<file path="src/rtl/ps2_tx_pkg.sv">
// ps2_tx_pkg: shared types and constants for the PS/2 host transmit path.
package ps2_tx_pkg;

    typedef enum logic [1:0] {
        IDLE,
        INHIBIT,
        SHIFT,
        WAIT_IDLE
    } state_t;

    localparam logic [3:0] FE_DATA_LAST = 4'd8;
    localparam logic [3:0] FE_PAR       = 4'd9;
    localparam logic [3:0] FE_STOP      = 4'd10;
    localparam logic [3:0] FE_ACK       = 4'd11;

    function automatic logic odd_parity(input logic [7:0] data);
        return ~^data;
    endfunction

endpackage

</file>
<file path="src/rtl/ps2_sync_fe.sv">
// ps2_sync_fe: pad synchroniser for ps2 clock/data plus a one-cycle
// pulse on each falling edge of the synchronised clock.
module ps2_sync_fe #(
    parameter int SYNC_STAGES = 2
) (
    input  logic clk,
    input  logic rst,
    input  logic ps2_clk,
    input  logic ps2_dat,
    output logic clk_sync,
    output logic dat_sync,
    output logic fe
);

    logic [SYNC_STAGES-1:0] clk_sr;
    logic [SYNC_STAGES-1:0] dat_sr;
    logic                   clk_prev;

    // Reset to the released-bus level so no edge is seen out of reset.
    always_ff @(posedge clk or posedge rst) begin
        if (rst) begin
            clk_sr   <= '1;
            dat_sr   <= '1;
            clk_prev <= 1'b1;
        end else begin
            clk_sr   <= (clk_sr << 1) | SYNC_STAGES'(ps2_clk);
            dat_sr   <= (dat_sr << 1) | SYNC_STAGES'(ps2_dat);
            clk_prev <= clk_sync;
        end
    end

    assign clk_sync = clk_sr[SYNC_STAGES-1];
    assign dat_sync = dat_sr[SYNC_STAGES-1];
    assign fe       = clk_prev & ~clk_sync;

endmodule

</file>
<file path="src/rtl/ps2_tx_ctrl.sv">
// ps2_tx_ctrl: host-to-device PS/2 command byte transmitter.
// Build option PS2_TX_RETRY_EN: resend once after a NAK or timeout.
module ps2_tx_ctrl
    import ps2_tx_pkg::*;
#(
    parameter int INHIBIT_CYCLES = 10000,
    parameter int TIMEOUT_CYCLES = 2000000,
    parameter int SYNC_STAGES    = 2
) (
    input  logic       clk_i,
    input  logic       rst_i,
    input  logic       tx_valid_i,
    input  logic [7:0] tx_data_i,
    output logic       tx_ready_o,
    input  logic       abort_i,
    input  logic       ps2_clk_i,
    input  logic       ps2_dat_i,
    output logic       ps2_clk_oe_o,
    output logic       ps2_dat_oe_o,
    output logic       rx_inhibit_o,
    output logic       busy_o,
    output logic       done_o,
    output logic       ack_err_o,
    output logic       timeout_o
);

    localparam int CNT_MAX = (INHIBIT_CYCLES > TIMEOUT_CYCLES) ?
                             INHIBIT_CYCLES : TIMEOUT_CYCLES;
    localparam int CW = $clog2(CNT_MAX + 1);
    localparam logic [CW-1:0] CNT_TOP  = CW'(CNT_MAX);
    localparam logic [CW-1:0] INH_LAST = CW'(INHIBIT_CYCLES - 1);
    localparam logic [CW-1:0] TO_LIM   = CW'(TIMEOUT_CYCLES);

    state_t        state, state_nx;
    logic [CW-1:0] cnt, cnt_nx, cnt_inc;
    logic [3:0]    idx, idx_nx, fe_num;
    logic [7:0]    data;
    logic          parity;
    logic          clk_oe, clk_oe_nx;
    logic          dat_oe, dat_oe_nx;
    logic          done, done_nx;
    logic          ack_err, ack_err_nx;
    logic          timeout, timeout_nx;
    logic          take, ack_fail, to_fail;
    logic          clk_sync, dat_sync, fe;
`ifdef PS2_TX_RETRY_EN
    logic          retry, retry_nx;
`endif

    ps2_sync_fe #(
        .SYNC_STAGES(SYNC_STAGES)
    ) u_sync (
        .clk     (clk_i),
        .rst     (rst_i),
        .ps2_clk (ps2_clk_i),
        .ps2_dat (ps2_dat_i),
        .clk_sync(clk_sync),
        .dat_sync(dat_sync),
        .fe      (fe)
    );

    assign cnt_inc = (cnt == CNT_TOP) ? cnt : cnt + CW'(1);
    assign fe_num  = idx + 4'd1;

    always_ff @(posedge clk_i or posedge rst_i) begin
        if (rst_i) begin
            state   <= IDLE;
            cnt     <= '0;
            idx     <= '0;
            data    <= '0;
            parity  <= 1'b0;
            clk_oe  <= 1'b0;
            dat_oe  <= 1'b0;
            done    <= 1'b0;
            ack_err <= 1'b0;
            timeout <= 1'b0;
`ifdef PS2_TX_RETRY_EN
            retry   <= 1'b0;
`endif
        end else begin
            state   <= state_nx;
            cnt     <= cnt_nx;
            idx     <= idx_nx;
            clk_oe  <= clk_oe_nx;
            dat_oe  <= dat_oe_nx;
            done    <= done_nx;
            ack_err <= ack_err_nx;
            timeout <= timeout_nx;
`ifdef PS2_TX_RETRY_EN
            retry   <= retry_nx;
`endif
            if (take) begin
                data   <= tx_data_i;
                parity <= odd_parity(tx_data_i);
            end
        end
    end

    always_comb begin
        state_nx   = state;
        cnt_nx     = cnt_inc;
        idx_nx     = idx;
        clk_oe_nx  = clk_oe;
        dat_oe_nx  = dat_oe;
        done_nx    = 1'b0;
        ack_err_nx = 1'b0;
        timeout_nx = 1'b0;
        take       = 1'b0;
        ack_fail   = 1'b0;
        to_fail    = 1'b0;
`ifdef PS2_TX_RETRY_EN
        retry_nx   = retry;
`endif
        unique case (state)
            IDLE: begin
                if (tx_valid_i) begin
                    take      = 1'b1;
                    state_nx  = INHIBIT;
                    cnt_nx    = '0;
                    idx_nx    = '0;
                    clk_oe_nx = 1'b1;
                    dat_oe_nx = 1'b0;
`ifdef PS2_TX_RETRY_EN
                    retry_nx  = 1'b0;
`endif
                end
            end
            INHIBIT: begin
                // Release clock and drive the start bit together (RTS).
                if (cnt == INH_LAST) begin
                    state_nx  = SHIFT;
                    cnt_nx    = '0;
                    idx_nx    = '0;
                    clk_oe_nx = 1'b0;
                    dat_oe_nx = 1'b1;
                end
            end
            SHIFT: begin
                if (fe) begin
                    cnt_nx = '0;
                    idx_nx = fe_num;
                    if (fe_num <= FE_DATA_LAST) begin
                        dat_oe_nx = ~data[idx[2:0]];
                    end else if (fe_num == FE_PAR) begin
                        dat_oe_nx = ~parity;
                    end else if (fe_num == FE_STOP) begin
                        dat_oe_nx = 1'b0;
                    end else if (fe_num == FE_ACK) begin
                        if (dat_sync) begin
                            ack_fail = 1'b1;
                        end else begin
                            state_nx = WAIT_IDLE;
                        end
                    end
                end else if (cnt_inc == TO_LIM) begin
                    to_fail = 1'b1;
                end
            end
            WAIT_IDLE: begin
                if (clk_sync && dat_sync) begin
                    done_nx  = 1'b1;
                    state_nx = IDLE;
                end else if (fe) begin
                    cnt_nx = '0;
                end else if (cnt_inc == TO_LIM) begin
                    to_fail = 1'b1;
                end
            end
        endcase

        if (ack_fail || to_fail) begin
            state_nx  = IDLE;
            clk_oe_nx = 1'b0;
            dat_oe_nx = 1'b0;
`ifdef PS2_TX_RETRY_EN
            if (!retry) begin
                retry_nx  = 1'b1;
                state_nx  = INHIBIT;
                cnt_nx    = '0;
                idx_nx    = '0;
                clk_oe_nx = 1'b1;
            end else begin
                ack_err_nx = ack_fail;
                timeout_nx = to_fail;
            end
`else
            ack_err_nx = ack_fail;
            timeout_nx = to_fail;
`endif
        end

        // Abort wins over any same-cycle edge, timeout or completion.
        if (abort_i && state != IDLE) begin
            state_nx   = IDLE;
            clk_oe_nx  = 1'b0;
            dat_oe_nx  = 1'b0;
            done_nx    = 1'b0;
            ack_err_nx = 1'b0;
            timeout_nx = 1'b0;
        end
    end

    always_comb begin
        tx_ready_o   = (state == IDLE);
        busy_o       = (state != IDLE);
        rx_inhibit_o = (state != IDLE);
        ps2_clk_oe_o = clk_oe;
        ps2_dat_oe_o = dat_oe;
        done_o       = done;
        ack_err_o    = ack_err;
        timeout_o    = timeout;
    end

endmodule
</file>
<file path="config.mk">
export PLATFORM = sky130hd
export DESIGN_NAME = ps2_tx_ctrl
export DESIGN_NICKNAME = d
export VERILOG_FILES = /design/src/rtl/ps2_tx_pkg.sv /design/src/rtl/ps2_sync_fe.sv /design/src/rtl/ps2_tx_ctrl.sv
export SDC_FILE = /design/constraint.sdc
export NUM_CORES = 1
export LEC_CHECK = 0
export ABC_CLOCK_PERIOD_IN_PS = 5870
export BUFFER_PORTS_ARGS = -buffer_cell sky130_fd_sc_hd__buf_4
export CORE_AREA = 2 2 77 79
export DETAILED_ROUTE_END_ITERATION = 16
export DIE_AREA = 0 0 79 81
export PLACE_DENSITY = 0.7
export SYNTH_ARGS = -nofsm -noshare
export SYNTH_HDL_FRONTEND = slang
export SYNTH_SLANG_ARGS = --single-unit
</file>
<file path="constraint.sdc">
create_clock -name clk_i -period 5.87 [get_ports clk_i]
set_input_delay 1.174 -clock clk_i [delete_from_list [all_inputs] [get_ports clk_i]]
set_output_delay 1.174 -clock clk_i [all_outputs]
set_load 0.03 [all_outputs]
</file>
Word level (Yosys, flattened, before mapping)
Cells that the tools add are included.
- add/subtract/negate cells: 2
- $lt $le $gt $ge: 2
- eq/ne operators: 22
- mux-type cells: 58
- bitwise operators: 6
- reduce and logical (&&, ||, !) cells: 13
- operator list (operator ; number):
    $mux W21 ; 5
    $pmux W21 S4 ; 1
    $eq A21 B21 Y1 const B ; 2
    $mux W1 ; 32
    $ne A4 B4 Y1 const B ; 8
    $mux W2 ; 11
    $add A21 B1 Y21 const B ; 1
    $eq A21 B14 Y1 const B ; 1
    $eq A4 B4 Y1 const B ; 3
    $mux W4 ; 3
    $pmux W4 S3 ; 1
    $reduce_and A9 Y1 ; 1
    $pmux W2 S4 ; 1
    $reduce_xnor A8 Y1 ; 1
    $ne A2 B2 Y1 const B ; 3
    $ne A6 B6 Y1 const B ; 1
    $reduce_and A5 Y1 ; 1
    $reduce_bool A5 Y1 ; 1
    $add A4 B1 Y4 const B ; 1
    $eq A2 B2 Y1 const B ; 2
    $le A4 B4 Y1 const B ; 1
    $lt A3 B4 Y1 const B ; 1
    $ne A4 B2 Y1 const B ; 1
    $or A2 B1 Y2 ; 2
    other kinds (14) ; 18
- bits in registers: 46
- input bits: 14

Depth between registers and ports, before layout
- depth in word-level cells: 11
- depth in mapped cells: 9

Modules after synthesis
A second synthesis with hierarchy kept.
- cell total of the unflattened synthesis: 291
- area, all modules: 2742.6 sq um
- by module, submodules not included (module ; instances ; cells each ; area an instance (sq um) ; sequential area each (sq um)):
    ps2_tx_ctrl ; 1 ; 284 ; 2593.7 ; 1026.0
    ps2_sync_fe ; 1 ; 7 ; 148.9 ; 131.4

Worst setup path before layout
OpenSTA, ideal clock, no wires.
- path type: flip-flop to flip-flop
- start point: register cnt[3]
- end point: register state[0]
- data arrival time: 2527 ps
- required time: 5735 ps
- setup slack: 3208 ps
- cell stages (with the launch flop): 10
- buffers on the path: 2
- period minus slack after synthesis: 2662 ps
- path through: dfrtp_1 -> buf_4 -> nand4_1 -> or4_1 -> buf_2 -> nor2_1 -> mux2_2 -> or4_4 -> o21ai_2 -> nor3_1
- word-level cells in the longest chain between the ends: 10
- elaborated cells on any way between the ends: 22
- RTL lines (item ; line ; RTL):
    from (decl) ; ps2_tx_ctrl.sv:35 ; logic [CW-1:0] cnt, cnt_nx, cnt_inc;
    from (signal assigned) ; ps2_tx_ctrl.sv:82 ; cnt <= cnt_nx;
    $add A21 B1 Y21 or $eq A21 B21 Y1 (tied branches) ; ps2_tx_ctrl.sv:62 ; assign cnt_inc = (cnt == CNT_TOP) ? cnt : cnt + CW'(1);
    $mux W21 ; ps2_tx_ctrl.sv:62 ;
    $eq A21 B21 Y1 ; ps2_tx_ctrl.sv:155, ps2_tx_ctrl.sv:165 ;
    $mux W1 ; ps2_tx_ctrl.sv:155, ps2_tx_ctrl.sv:165 ;
    $mux W1 ; ps2_tx_ctrl.sv:139 ; if (fe) begin
    $mux W1 ; ps2_tx_ctrl.sv:160 ; if (clk_sync && dat_sync) begin
    $pmux W1 S2 ; ps2_tx_ctrl.sv:114 ; unique case (state)
    $logic_or A1 B1 Y1 ; ps2_tx_ctrl.sv:171 ; if (ack_fail || to_fail) begin
    $ne A4 B4 Y1 (no source line) (tied with other cells) ; n/a ;
    $reduce_and A9 Y1 (no source line) or $mux W2 (tied branches) ; n/a ;
    to (signal assigned) ; ps2_tx_ctrl.sv:81 ; state <= state_nx;
    to (decl) ; ps2_tx_ctrl.sv:34 ; state_t state, state_nx;
Parallel ways exist; a longest one is shown, timed or not.
A chain may end at the register's enable or synchronous reset.

Final worst setup path
- start point: register cnt[3]
- end point: register state[1]
The elaborated chain is that of the path after synthesis.

==> impl_metrics.json <==
{
  "rsz0062_at_grt": "false",
  "synth_top_flop_cell": "dfrtp_1",
  "synth-async-reset-ratio": 1.00,
  "crit_path_max_fanout": 9,
  "dp_hpwl_um": 4020,
  "slew_viol_final": 0,
  "viasPerCell": 5.62,
  "hold_path_class": "reg2reg",
  "grt_overflow": 0,
  "critPathRequiredTime_ps": 6060,
  "cp-startpoint": "cnt[3]",
  "cts_hold_buffers": 0,
  "synth_nets": 331,
  "dieWidth_um": 79,
  "die_area_mm2": 0.00640,
  "final.setup.tns_ps": 0,
  "cts_buffers": 5,
  "clock_sinks": 46,
  "io-pin-count": 22,
  "io_buffer_count": 21,
  "cts_tree": "yes",
  "ys_warn_count": 0,
  "register_area_mm2": 0.00116,
  "ant_nets": 0,
  "critical-path-top-delay-family": "simple AND/OR/NAND/NOR gates",
  "post-route-min-period_ps": 2930,
  "r2r_end": "state[1]",
  "post_synth.cell_area_avg_um2": 9.36,
  "utilization": 0.550,
  "critPathArrivalTime_ps": 3120,
  "multi_input_area_mm2": 0.00157,
  "grt_usage": 0.191,
  "htreeDepth": 2,
  "drt_wl_total_um": 5590,
  "critPathKind": "reg2reg",
  "min_period_over_period": 0.499,
  "hold_start": "u_sync.dat_sr[0]",
  "ys_types": 60,
  "netlist_instances": 306,
  "clock_skew_ps": 8.22,
  "status": "finished, final reports clean",
  "start_kind": "flop",
  "finalInstanceArea_mm2": 0.00312,
  "critPathCaptureType": "flop",
  "setup_viol": 0,
  "ff2ff_path_depth": 7,
  "ir_drop_mv": 0.195,
  "grt_pass1_vias": 2039,
  "grt_pass1_wl_um": 9560,
  "grt_max_degree": 47,
  "drv_cap": 0,
  "gp_congestion": 0.900,
  "dr_total_vias": 2196,
  "post_cts_buffers": 0,
  "synth-seq-cells": 46,
  "drc_errors": 0,
  "synth_edf_count": 0,
  "clock_path_buffers": 2,
  "diodes": 0,
  "cts_resized": 0,
  "whs_ps": 363,
  "first_iter_violations": 237,
  "layout.nets": 340,
  "cts.clk_slew.worst_paths_ps": 100,
  "slew_headroom": 0.380,
  "path_cells": "nand4_1, or4_1, nor2_1, mux2_2, or4_4, o21ai_2, nor3_1",
  "wl_per_cell_um": 14.3,
  "worstMarginPinSlew_ps": 928,
  "critPathBufInv": 0,
  "yosysSeqAreaShare": 0.404,
  "timing.fmax_mhz": 341,
  "clk_latency_ps": 310,
  "root_buffer": "clkbuf_8",
  "r2r_start": "cnt[3]",
  "core_mm2": 0.00568,
  "firstDrtPassIters": 4,
  "dieHeight_um": 81,
  "r2r_slack_ps": 2940,
  "placed_area_mm2": 0.00303,
  "finalHoldViolCount": 0,
  "netlist_area_mm2": 0.00287,
  "critical-path-max-stage-delay_ps": 640,
  "whs_path_depth": 0,
  "grt_antenna_before_repair": 0,
  "holdPathEnd": "u_sync.dat_sr[1]",
  "std_cell_rows": 28,
  "fillers": 513,
  "power_density_mw_per_mm2": 336,
  "start_util": 0.505,
  "crit_path_top_delay_cell": "or4_1",
  "area_delta_synth_final_pct": 9.00,
  "drive_gt1_frac": 0.177,
  "leakagePower_nw": 1.30
}
[where the power goes]
part	internal, mW	total, mW	leakage (nW)	switching (mW)
clock network	0.0892	0.214	0.0506	0.125
logic	0.161	0.406	0.651	0.245
registers	0.375	0.429	0.598	0.0541
[worst reg2reg max path: stages (launching register included)]
cell     delay [ps]
dfrtp_1         520
nand4_1         250
or4_1           640
nor2_1          220
mux2_2          350
or4_4           540
o21ai_2         220
nor3_1           80
[routing by layer]
| metal | vias up | wire length, um | track usage |
|---|---|---|---|
| met5 | - | 0 | 0 |
| met4 | 0 | 118 | 0.0741 |
| met3 | 12 | 267 | 0.0400 |
| met2 | 64 | 2570 | 0.286 |
| met1 | 1035 | 2640 | 0.273 |
| li1 | 1085 | - | - |
[stage by stage]
step / setup slack (ps) / power [mW] / std cells
3_3_place_gp: 3020 / 0.832 / 383
2_1_floorplan: 3210 / 0.737 / 306
6_report: 2940 / 1.05 / 391
5_1_grt: 2810 / 1.13 / 391
3_5_place_dp: 2960 / 0.841 / 383
4_1_cts: 2960 / 1.06 / 391
[how the worst max path moves through the flow]
stage                     endpoint  cells past startpoint  slack, ps
after floorplan           state[0]                      9       3210
after global placement    state[1]                      7       3020
after detailed placement  state[0]                      7       2960
after CTS                 state[1]                      7       2960
after global routing      state[1]                      8       2810
final                     state[1]                      7       2940
[synthesized netlist by cell type, types with 4 or more instances]
cell / instances / area, um2
a21oi_1: 10 / 50.1
and3_1: 6 / 37.5
buf_4: 4 / 30.0
clkbuf_1: 11 / 41.3
dfrtp_1: 41 / 1030
dfstp_2: 5 / 131
ha_1: 11 / 138
inv_1: 13 / 48.8
mux2_2: 9 / 101
mux2i_1: 5 / 50.1
nand2_1: 26 / 97.6
nand3_1: 10 / 50.1
nand4_1: 6 / 37.5
nor2_1: 37 / 139
nor3_1: 11 / 55.1
nor4_1: 4 / 25.0
o21ai_0: 8 / 40.0
xnor2_1: 21 / 184
xor2_1: 8 / 70.1
[registers in the layout, indices dropped and copies added, names as in the netlist]
signal / flops
ack_err_o: 1
cnt: 21
data: 8
done_o: 1
idx: 4
parity: 1
ps2_clk_oe_o: 1
ps2_dat_oe_o: 1
state: 2
timeout_o: 1
u_sync.clk_prev: 1
u_sync.clk_sr: 2
u_sync.dat_sr: 2
[cells by family after synthesis]
family | synth area share
simple gates | 0.244
xor+xnor | 0.0886
buf+inv | 0.0489
mux | 0.0686
compound gates | 0.0978
flops | 0.404
fa+ha+maj | 0.0480
[final cells by class]
cell class,count,share of cell area
Clock inverter,3,0.00921
Tap cell,75,0.0300
Sequential cell,46,0.371
Multi-Input combinational cell,228,0.502
Timing Repair Buffer,21,0.0505
Clock buffer,5,0.0220
Inverter,13,0.0156
[placed cells by master (no fill, tap or decap), types with 2 or more instances in the layout]
cell type / synthesis / routed
mux4_2: 2 / 2
clkbuf_8: 0 / 5
nand4_1: 6 / 6
nor2b_1: 2 / 2
nand3_1: 10 / 10
and3_1: 6 / 6
mux2_2: 9 / 9
inv_1: 13 / 12
a41oi_1: 2 / 2
and2_1: 2 / 2
nand2b_1: 3 / 3
dfstp_2: 5 / 5
o21ai_0: 8 / 8
a31oi_1: 3 / 3
or4_1: 2 / 2
a211oi_1: 3 / 3
ha_1: 11 / 11
mux2i_1: 5 / 5
a21oi_1: 10 / 10
nor4_1: 4 / 4
nand4b_1: 2 / 2
or4_4: 2 / 2
xor2_1: 8 / 8
xnor2_1: 21 / 21
nand2_1: 26 / 26
nor3_1: 11 / 11
dfrtp_1: 41 / 41
nor2_1: 37 / 37
nor3b_1: 3 / 3
buf_4: 4 / 21
o211ai_1: 2 / 2
nor4_2: 2 / 2
(Power assumes the default switching activity.)
